### src/rtl/axi_rd_sched.sv
`default_nettype none
// ============================================================================
//  Module   : axi_rd_sched
//  Purpose  : Shares one AXI3 read-address / read-data port between the
//             instruction cache (i_*) and the data-side arbiter (d_*).
//             One burst is outstanding at a time. The data side is
//             preferred, but the instruction side wins once it has waited
//             STARVE_LIMIT cycles or more.
//  Ports    : aclk, aresetn (sync, active low)
//             i_ar* / d_ar*   requester AR channels (arready is combinational)
//             i_r*  / d_r*    requester R channels (routed to the owner only)
//             ar*, r*         outer AXI3 AR/R port (arid 0 = i, 1 = d)
//  Revision : 1.0  initial release
// ============================================================================
module axi_rd_sched #(
    parameter int STARVE_LIMIT = 8,
    parameter int CNT_W        = 4
) (
    input  logic        aclk,
    input  logic        aresetn,
    // instruction-side requester
    input  logic [31:0] i_araddr,
    input  logic [7:0]  i_arlen,
    input  logic [2:0]  i_arsize,
    input  logic        i_arvalid,
    output logic        i_arready,
    output logic [31:0] i_rdata,
    output logic        i_rlast,
    output logic        i_rvalid,
    input  logic        i_rready,
    // data-side requester
    input  logic [31:0] d_araddr,
    input  logic [7:0]  d_arlen,
    input  logic [2:0]  d_arsize,
    input  logic        d_arvalid,
    output logic        d_arready,
    output logic [31:0] d_rdata,
    output logic        d_rlast,
    output logic        d_rvalid,
    input  logic        d_rready,
    // outer AXI3 read port
    output logic [3:0]  arid,
    output logic [31:0] araddr,
    output logic [7:0]  arlen,
    output logic [2:0]  arsize,
    output logic        arvalid,
    input  logic        arready,
    input  logic [31:0] rdata,
    input  logic        rlast,
    input  logic        rvalid,
    output logic        rready
);

    typedef enum logic [1:0] {
        IDLE = 2'd0,
        ADDR = 2'd1,
        DATA = 2'd2
    } state_t;

    localparam logic [CNT_W-1:0] c_STARVE_LIMIT = CNT_W'(STARVE_LIMIT);

    state_t             state_q,   state_d;
    logic               owner_q,   owner_d;     // 0 = i, 1 = d
    logic [CNT_W-1:0]   wait_q,    wait_d;
    logic [3:0]         arid_q,    arid_d;
    logic [31:0]        araddr_q,  araddr_d;
    logic [7:0]         arlen_q,   arlen_d;
    logic [2:0]         arsize_q,  arsize_d;
    logic               arvalid_q, arvalid_d;

    logic               w_grant_i;
    logic               w_grant_d;
    logic               w_in_data;
    logic               w_rready;

    // R routing is only live in DATA and is forced low while in reset.
    assign w_in_data = aresetn && (state_q == DATA);
    assign w_rready  = w_in_data && (owner_q ? d_rready : i_rready);

    always_comb begin
        state_d   = state_q;
        owner_d   = owner_q;
        wait_d    = wait_q;
        arid_d    = arid_q;
        araddr_d  = araddr_q;
        arlen_d   = arlen_q;
        arsize_d  = arsize_q;
        arvalid_d = arvalid_q;
        w_grant_i = 1'b0;
        w_grant_d = 1'b0;

        case (state_q)
            IDLE: begin
                // d is preferred unless i has been starved long enough.
                if (i_arvalid && (!d_arvalid || (wait_q >= c_STARVE_LIMIT))) begin
                    w_grant_i = 1'b1;
                end else if (d_arvalid) begin
                    w_grant_d = 1'b1;
                end
                if (w_grant_i || w_grant_d) begin
                    owner_d   = w_grant_d;
                    arid_d    = w_grant_d ? 4'd1 : 4'd0;
                    araddr_d  = w_grant_d ? d_araddr : i_araddr;
                    arlen_d   = w_grant_d ? d_arlen  : i_arlen;
                    arsize_d  = w_grant_d ? d_arsize : i_arsize;
                    arvalid_d = 1'b1;
                    state_d   = ADDR;
                end
            end
            ADDR: begin
                if (arready) begin
                    arvalid_d = 1'b0;
                    state_d   = DATA;
                end
            end
            DATA: begin
                if (rvalid && w_rready && rlast) begin
                    state_d = IDLE;
                end
            end
            default: begin
                state_d = IDLE;
            end
        endcase

        // The starvation count keeps running while the bus is busy, so i
        // usually has priority at the first IDLE after a long d burst.
        if (w_grant_i) begin
            wait_d = '0;
        end else if (i_arvalid && (wait_q != {CNT_W{1'b1}})) begin
            wait_d = wait_q + 1'b1;
        end
    end

    always_ff @(posedge aclk) begin
        if (!aresetn) begin
            state_q   <= IDLE;
            owner_q   <= 1'b0;
            wait_q    <= '0;
            arid_q    <= '0;
            araddr_q  <= '0;
            arlen_q   <= '0;
            arsize_q  <= '0;
            arvalid_q <= 1'b0;
        end else begin
            state_q   <= state_d;
            owner_q   <= owner_d;
            wait_q    <= wait_d;
            arid_q    <= arid_d;
            araddr_q  <= araddr_d;
            arlen_q   <= arlen_d;
            arsize_q  <= arsize_d;
            arvalid_q <= arvalid_d;
        end
    end

    assign i_arready = aresetn && w_grant_i;
    assign d_arready = aresetn && w_grant_d;

    assign arid      = arid_q;
    assign araddr    = araddr_q;
    assign arlen     = arlen_q;
    assign arsize    = arsize_q;
    assign arvalid   = arvalid_q;

    assign rready    = w_rready;
    assign i_rdata   = rdata;
    assign d_rdata   = rdata;
    assign i_rvalid  = w_in_data && !owner_q && rvalid;
    assign i_rlast   = w_in_data && !owner_q && rlast;
    assign d_rvalid  = w_in_data &&  owner_q && rvalid;
    assign d_rlast   = w_in_data &&  owner_q && rlast;

endmodule
`default_nettype wire

### config.mk
export PLATFORM = sky130hd
export DESIGN_NAME = axi_rd_sched
export DESIGN_NICKNAME = d
export VERILOG_FILES = /design/src/rtl/axi_rd_sched.sv
export SDC_FILE = /design/constraint.sdc
export NUM_CORES = 1
export LEC_CHECK = 0
export BUFFER_PORTS_ARGS = -buffer_cell sky130_fd_sc_hd__clkbuf_2
export CAP_MARGIN = 5
export CELL_PAD_IN_SITES_DETAIL_PLACEMENT = 2
export CELL_PAD_IN_SITES_GLOBAL_PLACEMENT = 2
export CORE_MARGIN = 8
export CORE_UTILIZATION = 23
export CTS_CLUSTER_SIZE = 40
export DETAILED_ROUTE_END_ITERATION = 10
export PLACE_DENSITY_LB_ADDON = 0.12
export SLEW_MARGIN = 0
export SYNTH_ARGS = -nofsm -noshare
export SYNTH_HDL_FRONTEND = slang
export SYNTH_SLANG_ARGS = --single-unit
### constraint.sdc
create_clock -name aclk -period 2.97 [get_ports aclk]
set_input_delay 0.1485 -clock aclk [delete_from_list [all_inputs] [get_ports aclk]]
set_output_delay 0.1485 -clock aclk [all_outputs]
set_load 0.005 [all_outputs]
==> out/summary.txt <==
First-pass GRT wire length - 16.12 mm
Number of instances in the placed design - 563
Least-Margin Pin Slew - 0.7353 ns
HP Start - rvalid
Most common cell after layout, fill and taps aside - clkbuf_2
Net switching power of the design - 0.0005808 W
Max_cap viols - 0
Post-Synthesis Cell Area - 0.003171 mm2
#FFs+latches synth - 51
Crit path required time - 2.82 ns
Post-CTS Setup Bufs - 0
Internal - 0.001389 W
Avg WL per Cell - 18.29 um
Clock network power share - 32.5%
Total CTS buffers - 5
# port buffers - 146
Final slew viol count - 0
Core area - 0.01367 mm2
Final Util - 26.78%
Routed WL - 10.42 mm
R2r startpoint - wait_q[3]
Final setup vio count - 0
Via-to-Cell Ratio - 4.430
DR vias - 2,525
Placed Area - 0.003501 mm2
Rel. slew slack - 50.98%
RSZ-0062 raised after global routing - no
Synth unique cells - 31
Max Fclk - 521.8 MHz
Die span in y - 133.4 um
Area Growth Syn to Fin - 15.43%
Iteration-0 DRC Markers - 49
CTS tree - yes
DRT Pass-1 Iters - 4
Post-layout min period - 1.916 ns
Share of power burned in registers - 41.5%
Detail Placement HPWL - 8.049 mm
Final hold vios - 0
Worst skew pair latency - 0.29 ns
Post-Layout Cell Count - 570
Fillers - 1,616
Number of I/O pins - 246
Setup crit end kind - output port
Area taken by multi-input logic gates - 0.001468 mm2
Vias in the first global route - 2,926
Avg Inst Size Synth - 9.816 um2
Final Skew - 0.007035 ns
Worst Hold Class - in -> reg
Residual DRC count - 0
Pwr Density - 538.2 mW/mm2
Startpoint class of the critical path - flip-flop
Nets - 519
Outcome - complete, no violations
Hold_buf cts - 0
Sequential element share of the synthesized area - 32.20%
Die Span X - 133.4 um
Fin area - 0.003660 mm2
Total die area - 0.01780 mm2
Number of cell rows - 43
Layout cell share with drive strength beyond 1 - 52.05%
Logic pwr share - 25.9%
TNS Setup - 0 ns
Most frequent cells in the layout - clkbuf_2, dfxtp_1, a21oi_1, mux2i_1, a211oi_2
Worst Setup SP - state_q[0]
Clock slew at reported path FFs - 0.06 ns
Register area - 0.001021 mm2
CP Class - reg -> out
Remaining Overflow, GRT - 0
Final Wtd Congestion - 0.6706
Root Driver - clkbuf_16
Cells after Synth - 323
All-Layer GR Usage - 11.41%
CP arrival - 1.77 ns
N_diodes - 0
H-Tree Depth - 2
CP max FO - 46
Leak Pwr - 1.701 nW
YS warnings - 0
Antenna violations before repair - 0
Pin count of the biggest net entering global routing - 47
Clock sink count - 51
# resized after CTS - 0
Pwr Total - 0.001970 W
Crit-path max cell delay - 0.47 ns
Max clock buf depth - 2
Starting density of the core - 23.20%
VDD IR-drop max - 0.2179 mV
Post-route ant nets - 0
Crit path max-delay cell type - buf_4
Crit share post-route - 64.53%
Net Sw Frac - 29.49%
Worst-path cell chain - nor2_4 > buf_4 > nand2_1 > nor3b_1 > clkbuf_2
-- cells in the mapped netlist --
master / count / area [um2]
and3_1: 3 / 18.77
conb_1: 1 / 3.750
a31o_2: 1 / 8.760
and3b_1: 2 / 17.52
buf_4: 73 / 548.0
nand4_1: 1 / 6.260
clkbuf_1: 11 / 41.29
nor2_1: 5 / 18.77
buf_2: 2 / 10.01
nor3b_1: 2 / 15.01
ha_1: 2 / 25.02
nand3_1: 3 / 15.01
nand2_1: 3 / 11.26
nor2b_1: 3 / 18.77
a211oi_1: 4 / 30.03
nand2b_1: 1 / 6.260
clkinv_1: 1 / 3.750
nor3_1: 2 / 10.01
a211oi_2: 40 / 500.5
a31oi_1: 1 / 6.260
and2_4: 1 / 8.760
o21ai_0: 3 / 15.01
a21bo_2: 1 / 10.01
inv_1: 4 / 15.01
o21a_1: 2 / 15.01
mux2i_1: 44 / 440.4
or2_1: 1 / 6.260
and4b_1: 1 / 10.01
dfxtp_1: 51 / 1021
a21oi_1: 47 / 235.2
buf_6: 7 / 78.83
-- registers in the layout (all words and copies together), names as in the netlist --
| name | count |
|---|---|
| state_q | 2 |
| araddr | 32 |
| arlen | 8 |
| wait_q | 4 |
| arsize | 3 |
| arvalid | 1 |
| owner_q | 1 |
-- final timing paths --
path,end,slack (ns),depth (start not counted)
hold reg to reg,araddr[15],0.53,2
hold / removal,state_q[1],0.08,2
setup reg to reg,araddr[9],1.38,4
setup / recovery,i_arready,1.05,5
-- stage by stage --
step / hold WS, ns / worst slack [ns]
floorplan: 0.2487 / 1.701
global placement: 0.2971 / 1.170
detailed placement: 0.2971 / 1.137
CTS: 0.07520 / 0.9900
global route: 0.09123 / 0.8637
finish: 0.08124 / 1.054
-- cells by family after synthesis --
logic type / Yosys count / share of synthesized area, %
AOI/OAI and AO/OA: 99 / 25.89
adders and majority gates: 2 / 0.7891
buffers and inverters: 98 / 21.98
DFF: 51 / 32.20
muxes: 44 / 13.89
other: 1 / 0.1183
and+or+nand+nor: 28 / 5.131
-- final cells by class --
type,count,share of cell area (%)
Clock buffer,6,3.521
Clock inverter,1,0.8205
Inverter,5,0.5128
Multi-Input combinational cell,176,40.10
Sequential cell,51,27.90
Tap cell,180,6.154
Timing Repair Buffer,151,20.99
-- metal layers --
layer,up-vias,GRT usage [%],routed length (um)
met2,102,19.80,5139
met3,26,4.480,866
met1,1185,12.33,4225
met4,0,3.993,191
li1,1212,-,-
met5,-,0,0
-- power groups by stage --
stage / Clock [W] / Sequential (W) / Combinational [W]
floorplan: 0 / 0.000830 / 0.000390
global route: 0.000700 / 0.000829 / 0.000572
finish: 0.000641 / 0.000818 / 0.000511
CTS: 0.000676 / 0.000821 / 0.000533
detailed placement: 0 / 0.000835 / 0.000531
global placement: 0 / 0.000834 / 0.000521
-- critical path: cells and delay by family, from the launching register on --
| family | cells | cell delay [ns] |
|---|---|---|
| AND/OR/NAND/NOR | 3 | 0.50 |
| buffers and inverters | 2 | 0.63 |
| flip-flops | 1 | 0.36 |
Power figures use the tool's default switching activity.
